**config.mk**
```make
export PLATFORM = sky130hd
export DESIGN_NAME = uart_tx_frame_ctrl
export DESIGN_NICKNAME = d
export VERILOG_FILES = /design/src/rtl/uart_tx_frame_ctrl.sv
export SDC_FILE = /design/constraint.sdc
export NUM_CORES = 1
export LEC_CHECK = 0
export CORE_MARGIN = 2
export CORE_UTILIZATION = 40
export DETAILED_ROUTE_END_ITERATION = 16
export SETUP_SLACK_MARGIN = 0.1
export SKIP_LAST_GASP = 1
export SLEW_MARGIN = 20
export SYNTH_ARGS = -nofsm -noshare
export SYNTH_HDL_FRONTEND = slang
export SYNTH_SLANG_ARGS = --single-unit
```
**constraint.sdc**
```tcl
create_clock -name clk -period 2.49 [get_ports clk]
set_clock_uncertainty 0.1 [all_clocks]
set_input_delay 0.498 -clock clk [delete_from_list [all_inputs] [get_ports clk]]
set_output_delay 0.498 -clock clk [all_outputs]
set_load 0.05 [all_outputs]
```
**src/rtl/uart_tx_frame_ctrl.sv**
```systemverilog
// UART transmit framer: accepts a parallel byte and serialises start, data (LSB first),
// optional parity and stop bits on tx_out, one bit per clock, with registered busy/frame_done.
module uart_tx_frame_ctrl #(
  parameter int DATA_WIDTH = 8
) (
  input  logic                  clk,
  input  logic                  reset,
  input  logic [DATA_WIDTH-1:0] p_data,
  input  logic                  D_valid,
  input  logic                  par_en,
  input  logic                  par_bit,
  output logic                  tx_out,
  output logic                  busy,
  output logic                  frame_done
);

  localparam int CNT_W = (DATA_WIDTH > 1) ? $clog2(DATA_WIDTH) : 1;
  localparam logic [CNT_W-1:0] CNT_LAST = CNT_W'(DATA_WIDTH - 1);
  localparam logic [CNT_W-1:0] CNT_ONE  = CNT_W'(1);

  typedef enum logic [2:0] {
    IDLE   = 3'd0,
    START  = 3'd1,
    DATA   = 3'd2,
    PARITY = 3'd3,
    STOP   = 3'd4
  } state_t;

  state_t                state_r;
  state_t                state_s;
  logic [DATA_WIDTH-1:0] shift_r;
  logic [DATA_WIDTH-1:0] shift_s;
  logic [CNT_W-1:0]      cnt_r;
  logic [CNT_W-1:0]      cnt_s;
  logic                  par_en_r;
  logic                  par_en_s;
  logic                  tx_s;
  logic                  busy_s;
  logic                  done_s;

  // State register.
  always_ff @(posedge clk or posedge reset) begin
    if (reset) begin
      state_r <= IDLE;
    end else begin
      state_r <= state_s;
    end
  end

  // Datapath and output registers; the line idles high.
  always_ff @(posedge clk or posedge reset) begin
    if (reset) begin
      shift_r    <= '0;
      cnt_r      <= '0;
      par_en_r   <= 1'b0;
      tx_out     <= 1'b1;
      busy       <= 1'b0;
      frame_done <= 1'b0;
    end else begin
      shift_r    <= shift_s;
      cnt_r      <= cnt_s;
      par_en_r   <= par_en_s;
      tx_out     <= tx_s;
      busy       <= busy_s;
      frame_done <= done_s;
    end
  end

  // Next-state and next-output logic; each branch computes the value tx_out shows next cycle.
  always_comb begin
    state_s  = state_r;
    shift_s  = shift_r;
    cnt_s    = cnt_r;
    par_en_s = par_en_r;
    tx_s     = tx_out;
    busy_s   = busy;
    done_s   = 1'b0;
    case (state_r)
      IDLE: begin
        tx_s   = 1'b1;
        busy_s = 1'b0;
        if (D_valid) begin
          shift_s  = p_data;
          par_en_s = par_en;
          cnt_s    = '0;
          busy_s   = 1'b1;
          tx_s     = 1'b0;
          state_s  = START;
        end else begin
          state_s  = IDLE;
        end
      end
      START: begin
        tx_s    = shift_r[0];
        shift_s = shift_r >> 1;
        state_s = DATA;
      end
      DATA: begin
        // Counter holds at the last bit index; it is only cleared on the next accept.
        if (cnt_r == CNT_LAST) begin
          if (par_en_r) begin
            tx_s    = par_bit;
            state_s = PARITY;
          end else begin
            tx_s    = 1'b1;
            state_s = STOP;
          end
        end else begin
          tx_s    = shift_r[0];
          shift_s = shift_r >> 1;
          cnt_s   = cnt_r + CNT_ONE;
        end
      end
      PARITY: begin
        tx_s    = 1'b1;
        state_s = STOP;
      end
      STOP: begin
        tx_s    = 1'b1;
        busy_s  = 1'b0;
        done_s  = 1'b1;
        state_s = IDLE;
      end
      default: begin
        tx_s    = 1'b1;
        busy_s  = 1'b0;
        cnt_s   = '0;
        state_s = IDLE;
      end
    endcase
  end

endmodule

```
Word-level counts from Yosys, hierarchy flattened --
Index checks and enable logic that the tools add are counted.
Word-level totals: flip-flop bits (word level) 18, bits in latches 0, bits in writable memories 0, memory bits (read-only) 0, input port bits 13, memories kept 0
Operators by class: add/sub/neg operators 1, multiply operators 0, divide/modulo/power cells 0, order comparisons 0, eq/ne operators 8, shifts and indexed selects 0, muxes and demuxes 17, bitwise gates (word level) 1, reductions and logical operators 7
Operator list (count):
- one-hot mux 8 bit (3 select lines) | 1
- 2-to-1 mux 8 bit | 2
- 2-to-1 mux 3 bit | 4
- one-hot mux 3 bit (4 select lines) | 1
- one-hot mux 3 bit (3 select lines) | 1
- == test 3 x 2 -> 1 bit, second input constant | 2
- == test 3 bit, second input constant | 2
- 2-to-1 mux 1 bit | 6
- inequality test 2 bit, second input constant | 3
- AND reduction 3 bit | 2
- OR reduction 3 bit | 2
- adder 3 x 1 -> 3 bit, second input constant | 1
- == test 3 x 1 -> 1 bit, second input constant | 1
- zero test 3 bit | 1
- one-hot mux 1 bit (3 select lines) | 1
- nonzero test 3 bit | 1
- one-hot mux 1 bit (2 select lines) | 1
- AND reduction 2 bit | 1
- NOT 1 bit | 1

Logic depth before layout (Yosys ltp) --
depth in word-level cells 4, mapped depth 6

Least setup slack after synthesis --
OpenSTA, ideal clock, no wires.
path kind flip-flop to flip-flop, from register cnt_r[0], to register shift_r[6], library setup time 0.129 ns, arrival 1.569 ns, required time 2.261 ns, setup slack 0.692 ns, cell stages (with the launch flop) 7, path through dfrtp_1 > ha_1 > ha_1 > buf_2 > nor4b_4 > a21o_4 > a31oi_1
Between the ends: word-level cells in the longest chain between the ends 3
Ends and longest elaborated chain:
- from (decl) | line 33 | logic [CNT_W-1:0] cnt_r;
- from (signal assigned) | line 61 | cnt_r <= cnt_s;
- == test 3 bit | line 100 | if (cnt_r == CNT_LAST) begin
- inequality test 2 bit (no source line)
- AND reduction 3 bit (no source line)
- to (signal assigned) | line 60 | shift_r <= shift_s;
- to (decl) | line 31 | logic [DATA_WIDTH-1:0] shift_r;
Every way passes these cells. A chain may end at the register's enable or synchronous reset.

Worst setup path in the final report --
from register tx_out, to output port tx_out
RTL lines:
- from (decl) | line 12 | output logic tx_out,
- from (signal assigned) | line 63 | tx_out <= tx_s;
No word-level cell between the ends.

==> flow_results.xml <==
<?xml version="1.0" encoding="UTF-8"?>
<metrics>
  <group name="setup_path">
    <metric name="critical_path_class" unit="">reg -&gt; out</metric>
    <metric name="critPathMaxStageDelay" unit="ps">790</metric>
    <metric name="cpMaxStageDelayCell" unit="">clkdlybuf4s50_1</metric>
    <metric name="cp_top_family" unit="">buffers and inverters</metric>
    <metric name="maximum_net_fanout_on_the_critical_path" unit="">1</metric>
    <metric name="timing.critical_path.required" unit="ps">1890</metric>
    <metric name="worstPathCellList" unit="">clkdlybuf4s50_1</metric>
    <metric name="worstSetupEndpointType" unit="">primary output</metric>
    <metric name="critical_path.n_buffers_inverters" unit="">1</metric>
    <metric name="critPathArrivalTime" unit="ps">1610</metric>
    <metric name="setup.worst_path.start_class" unit="">register</metric>
  </group>
  <group name="clock_network">
    <metric name="clkSinkCount" unit="">18</metric>
    <metric name="cts_resized" unit="">0</metric>
    <metric name="cts_root_buffer" unit="">clkbuf_4</metric>
    <metric name="post_cts.repair.setup_buffers" unit="">0</metric>
    <metric name="post_cts_hold_buffer_count" unit="">0</metric>
    <metric name="clk_transition_reported_paths" unit="ps">110</metric>
    <metric name="numCtsBuffers" unit="">3</metric>
    <metric name="clk_path_buf_depth" unit="">2</metric>
    <metric name="cts.htree.levels" unit="">1</metric>
    <metric name="clock_insertion_delay_worst_skew" unit="ps">300</metric>
    <metric name="cts_tree" unit="">yes</metric>
  </group>
  <group name="sta">
    <metric name="fmax" unit="MHz">453.1</metric>
    <metric name="worst_pin_slew" unit="ps">686.5</metric>
    <metric name="final.hold.worst_slack" unit="ps">430.2</metric>
    <metric name="slew_violations" unit="">0</metric>
    <metric name="finalSetupViolCount" unit="">0</metric>
    <metric name="post-route-worst-setup-slack" unit="ps">283.0</metric>
    <metric name="maxSlewHeadroom" unit="%">54.19</metric>
    <metric name="setup-tns-final" unit="ps">0</metric>
    <metric name="min_period_over_period" unit="%">88.64</metric>
    <metric name="unrepaired_setup_endpoints_after_global_routing" unit="">no</metric>
    <metric name="layout_min_cycle_time" unit="ps">2207</metric>
    <metric name="finalHoldViolations" unit="">0</metric>
  </group>
  <group name="synth">
    <metric name="main_combinational_cell_family_by_area_after_synthesis" unit="">compound AO/OA/AOI/OAI gates</metric>
    <metric name="syn_nets" unit="">120</metric>
    <metric name="synth_top_area_share" unit="%">41.16</metric>
    <metric name="synth_xor_xnor_area_share" unit="%">1.695</metric>
    <metric name="synth-seq-cells" unit="">18</metric>
    <metric name="ys_types" unit="">34</metric>
    <metric name="multiplexer_share_of_the_synthesized_area" unit="%">0</metric>
    <metric name="synthTopCellsByArea" unit="">dfrtp_1 (41%), a211oi_1 (5.1%), a31oi_1 (4.8%), nand3b_1 (4.4%), o21ai_0 (3.9%)</metric>
    <metric name="synthDominantAreaCellType" unit="">dfrtp_1</metric>
    <metric name="synth_cells" unit="">105</metric>
    <metric name="synth.yosys.seq_area_share" unit="%">43.70</metric>
    <metric name="synth_compound_area_share" unit="%">25.54</metric>
    <metric name="postSynthAreaPerCell" unit="sq um">9.843</metric>
    <metric name="synthAdderAreaFrac" unit="%">2.421</metric>
    <metric name="post_synthesis_share_of_cell_area_spent_on_and_or_nand_and_nor_gates" unit="%">18.77</metric>
    <metric name="netlist_area" unit="sq um">1033</metric>
    <metric name="yosys_warnings" unit="">0</metric>
  </group>
  <group name="drt">
    <metric name="first_iter_violations" unit="">11</metric>
    <metric name="drtPass1Iterations" unit="">4</metric>
    <metric name="drt_wl_total" unit="um">2083</metric>
    <metric name="detail_route.wl_per_cell" unit="um">14.07</metric>
    <metric name="detail_route.drc_violations" unit="">0</metric>
    <metric name="per_cell_via_count_in_the_routed_design" unit="">5.372</metric>
    <metric name="antenna_violating_nets_post_route" unit="">0</metric>
    <metric name="dr_total_vias" unit="">795</metric>
  </group>
  <group name="global_route">
    <metric name="antenna_violations_before_repair" unit="">0</metric>
    <metric name="grt_max_degree" unit="">19</metric>
    <metric name="gr-usage-all-layers" unit="%">16.67</metric>
    <metric name="grt_overflow_total" unit="">0</metric>
    <metric name="first_global_vias" unit="">741</metric>
    <metric name="grt_first_pass_wirelength" unit="um">3519</metric>
  </group>
  <group name="run_status">
    <metric name="status" unit="">finished, final reports clean</metric>
  </group>
  <group name="floorplanning">
    <metric name="placeableCoreArea" unit="sq um">2455</metric>
    <metric name="die_w" unit="um">54.83</metric>
    <metric name="start_util" unit="%">42.10</metric>
    <metric name="die-area" unit="sq um">3006</metric>
    <metric name="num_rows" unit="">18</metric>
    <metric name="io_pins" unit="">16</metric>
    <metric name="floorplan.die.height" unit="um">54.83</metric>
  </group>
  <group name="layout">
    <metric name="post_route_cells_drive_above_1_share" unit="%">9.322</metric>
    <metric name="area.growth.synth_to_final" unit="%">16.83</metric>
    <metric name="antenna_fix_cells" unit="">0</metric>
    <metric name="nFillCells" unit="">242</metric>
    <metric name="finalNetCount" unit="">134</metric>
  </group>
  <group name="place">
    <metric name="pre_cts_slack" unit="ps">435.7</metric>
    <metric name="buffer_ports.inserted" unit="">15</metric>
    <metric name="dp_hpwl" unit="um">1502</metric>
    <metric name="place.gp.congestion" unit="">0.7750</metric>
  </group>
  <group name="flow_run">
    <metric name="max_cap_viol_count" unit="">0</metric>
  </group>
  <group name="min_path">
    <metric name="worst_min_path_class" unit="">reg -&gt; reg</metric>
  </group>
  <group name="power">
    <metric name="power-per-cell-area" unit="nW/um^2">1227</metric>
    <metric name="leakage" unit="uW">0.0004846</metric>
    <metric name="power.ir.vdd_worst" unit="mV">0.5988</metric>
  </group>
</metrics>
## routing by layer
metal / GRT usage, % / up-vias / wire length, um
met5: 0 / - / 0
met4: 7.500 / 0 / 31
met3: 2.459 / 4 / 56
met2: 24.80 / 10 / 954
met1: 23.64 / 375 / 1040
li1: - / 406 / -
## cell type report
cell class,count,area (sq um),share of cell area [%]
Tap cell,30,37.54,3.109
Clock buffer,4,26.28,2.176
Sequential cell,18,451.7,37.41
Inverter,5,18.77,1.554
Multi-Input combinational cell,73,500.5,41.45
Timing Repair Buffer,18,172.7,14.30
## where the power goes
part,internal [uW],total (uW),leakage [uW],switching (uW)
Combinational,338,758,0.000249,420
Clock,62.4,155,0.0000150,92.9
Sequential,433,569,0.000220,136
## through the flow
stage | util (%) | power (uW) | cells | cell area [sq um]
after floorplan | - | 1156 | 105 | 1033
after global placement | 48.11 | 1317 | 144 | 1181
after detailed placement | 48.11 | 1333 | 144 | 1181
after CTS | 49.18 | 1492 | 148 | 1207
after global routing | 49.18 | 1610 | 148 | 1207
final | 49.18 | 1482 | 148 | 1207
## state kept, by name (all words and copies together), names as in the netlist
signal      cells
state_r         3
cnt_r           3
busy            1
tx_out          1
frame_done      1
par_en_r        1
shift_r         8
## kinds of logic (layout without fill, tap and decap cells)
group,count (synthesis),in the layout
xor gates and xnor gates,2,2
buffers and inverters,14,27
adders and majority gates,2,2
AOI/OAI and AO/OA,40,40
and+or+nand+nor,29,29
DFF,18,18
## placed cells by master, fill, tap and decap left out, types with 4 or more instances in the layout
cell,instances
nand2b_1,4
nand3b_1,6
nor2_1,5
clkdlybuf4s50_1,15
a211oi_1,7
dfrtp_1,17
a21oi_1,5
a31oi_1,8
inv_1,4
o21ai_0,8
nand2_1,4
## synthesized netlist by cell type, drive strengths merged
master  count
nor2b       2
dfrtp      17
o211a       1
nand3b      6
nor3b       1
nand2b      4
xnor2       1
nor2        5
inv         5
a21o        1
and3b       1
a221oi      1
or2         1
nor3        2
ha          2
o211ai      2
a31oi       8
a211oi      7
buf         6
nand2       4
nor4b       2
xor2        1
dfstp       1
a22o        2
o21bai      2
or3         1
a21oi       5
clkbuf      3
o21ai      11
## path summary, 6_finish.rpt
path | start | to | slack [ps] | cells after the start
max in group asynchronous | reset | par_en_r | 1350 | 2
max reg2reg | cnt_r[0] | shift_r[4] | 590 | 6
min reg2reg | shift_r[7] | shift_r[7] | 430 | 2
min in group asynchronous | reset | shift_r[2] | 490 | 2
min | shift_r[7] | shift_r[7] | 430 | 2
max | tx_out | tx_out | 280 | 1
Note: power is estimated with default switching activity, not from simulation.
==> edit, RTL diff (same settings) <==
Re-encode `state_t` (5 states) as one-hot, 5 bits wide.
--- a/src/rtl/uart_tx_frame_ctrl.sv
+++ b/src/rtl/uart_tx_frame_ctrl.sv
@@ -20,8 +20,8 @@
 
-  typedef enum logic [2:0] {
-    IDLE   = 3'd0,
-    START  = 3'd1,
-    DATA   = 3'd2,
-    PARITY = 3'd3,
-    STOP   = 3'd4
+  typedef enum logic [4:0] {
+    IDLE   = 5'b00001,
+    START  = 5'b00010,
+    DATA   = 5'b00100,
+    PARITY = 5'b01000,
+    STOP   = 5'b10000
   } state_t;
Formal check against the unedited RTL: same outputs for any inputs over 10 cycles, from zero or initial values and one cycle with reset high; not proved beyond that.
==> edit against the unedited design <==
Wire length shrank 15%; critical path depth is the same; count of clock-buffer cells in the layout is the same; area after synthesis fell by 3.1%; cell area decreased by 0.83%; sequential cell count rose by 2; register-to-register slack improved by 0.06 ns; worst setup slack worse by 0.020 ns; via count decreased by 11%; total power is 17% lower; clock power is 26% higher; largest power group is now registers.
==> edit: results (changes against the unedited design) <==
- RR Endpoint: shift_r[5]
- Met2 routed WL: 816 um (-14%)
- Worst EP arrival: 1.63 ns (+0.02 ns)
- Nets: 116 (-13%)
- Number of synthesis warnings: 0 (unchanged)
- Pin count of the biggest net entering global routing: 21 (+2)
- Worst vdd ir: 0.560 mV (-6.5%)
- CP startpoint: tx_out
- Compound-gate portion of the synthesized area: 21.0% (-4.5 points)
- Worst Tran Pin Value: 0.489 ns (-0.197 ns)
- Global placer's final weighted congestion: 0.727 (-6.3%)
- Vias: 709 (-11%)
- Worst hold path class: input port to async pin
- Grt met2 use: 23.6% (-1.2 points)
- Post-synthesis mux area share: 2.13% (+2.1 points)
- GRT Overall Usage: 14.9% (-1.8 points)
- DR iter-0 viols: 8 (-3)
- Crit path max fanout: 1 (unchanged)
- Final WL: 1770 um (-15%)
- Number of global-route vias before repair: 677 (-8.6%)
- Worst-case reg-to-reg path depth: 4 (-2)
- Sequential area share after synthesis: 50.2% (+6.5 points)
- First-pass GRT wire length: 2980 um (-15%)
- FF-to-FF Start: state_r[4]
- R2R setup slack: 0.65 ns (+0.06 ns)
- Status: finished clean
- DR WL met3: 95 um (+70%)
- M1 WL: 803 um (-23%)
- Mapped Nets: 99 (-18%)
- CP top delay family: buffers and inverters
- Global-route met1 utilization: 19.1% (-4.6 points)
- Post-CTS sizing: 0 (unchanged)
- H-tree levels: 1 (unchanged)
- Post-DP HPWL: 1300 um (-13%)
- Layout cells sized above 1: 18.0% (+8.7 points)
- XOR/XNOR share of the synthesized area: 3.37% (+1.7 points)
- Commonest cells post-synth: dfrtp_1, o22ai_1, a2bb2oi_1, inv_1
- Top Registers: shift_r (8), state_r (5), cnt_r (3)
- Number of remaining DRC errors: 0 (unchanged)
- Yosys cell types: 36 (+5.9%)
- Initial antenna violation count: 0 (unchanged)
- Largest cells by area after synthesis: dfrtp_1, dfstp_2, a2bb2oi_1
- Setup repair bufs after CTS: 0 (unchanged)
- Area share of fa/ha/maj cells after synthesis: 2.50% (+0.079 points)
- Static Leak: 0.557 nW (+15%)
- Grt met3 use: 2.50% (+0.041 points)
edit: cell count changes in the layout (fill, tap and decap cells not counted), moves of 4 or more:
| cell | before | now |
|---|---|---|
| nand3b_1 | 6 | 0 |
| o21ai_0 | 8 | 4 |
| o22ai_1 | 0 | 7 |
| nand2b_1 | 4 | 0 |
| a211oi_1 | 7 | 0 |
| a21oi_1 | 5 | 1 |
| a2bb2oi_1 | 0 | 6 |
| a31oi_1 | 8 | 0 |
edit: layout make-up:
class / instances / area (sq um)
Inverter: 6 / 22.5
Sequential cell: 20 / 503
Fill cell: 245 / 1230
Tap cell: 30 / 37.5
Multi-Input combinational cell: 53 / 433
Timing Repair Buffer: 17 / 165
Clock buffer: 4 / 36.3
edit: through the flow:
| stage | instance area (sq um) | power, mW | setup WS (ns) | hold WS [ns] | instances |
|---|---|---|---|---|---|
| floorplan | 1000 | 0.961 | 0.859 | 0.360 | 84 |
| global placement | 1160 | 1.04 | 0.607 | 0.385 | 126 |
| detailed placement | 1160 | 1.06 | 0.599 | 0.392 | 126 |
| CTS | 1200 | 1.25 | 0.244 | 0.407 | 130 |
| global route | 1200 | 1.33 | 0.226 | 0.441 | 130 |
| finish | 1200 | 1.24 | 0.263 | 0.397 | 130 |
edit: worst max path at each step:
stage               slack [ns]  cells after the start          to
floorplan                 0.86                      6    cnt_r[0]
global placement          0.61                      1      tx_out
detailed placement        0.60                      4  shift_r[0]
CTS                       0.24                      1      tx_out
global route              0.23                      1      tx_out
finish                    0.26                      1      tx_out
edit: power by group:
group          internal [mW]  leakage (nW)  switching (mW)
logic                  0.238         0.290           0.257
registers              0.445         0.246           0.100
clock network         0.0895        0.0210           0.106
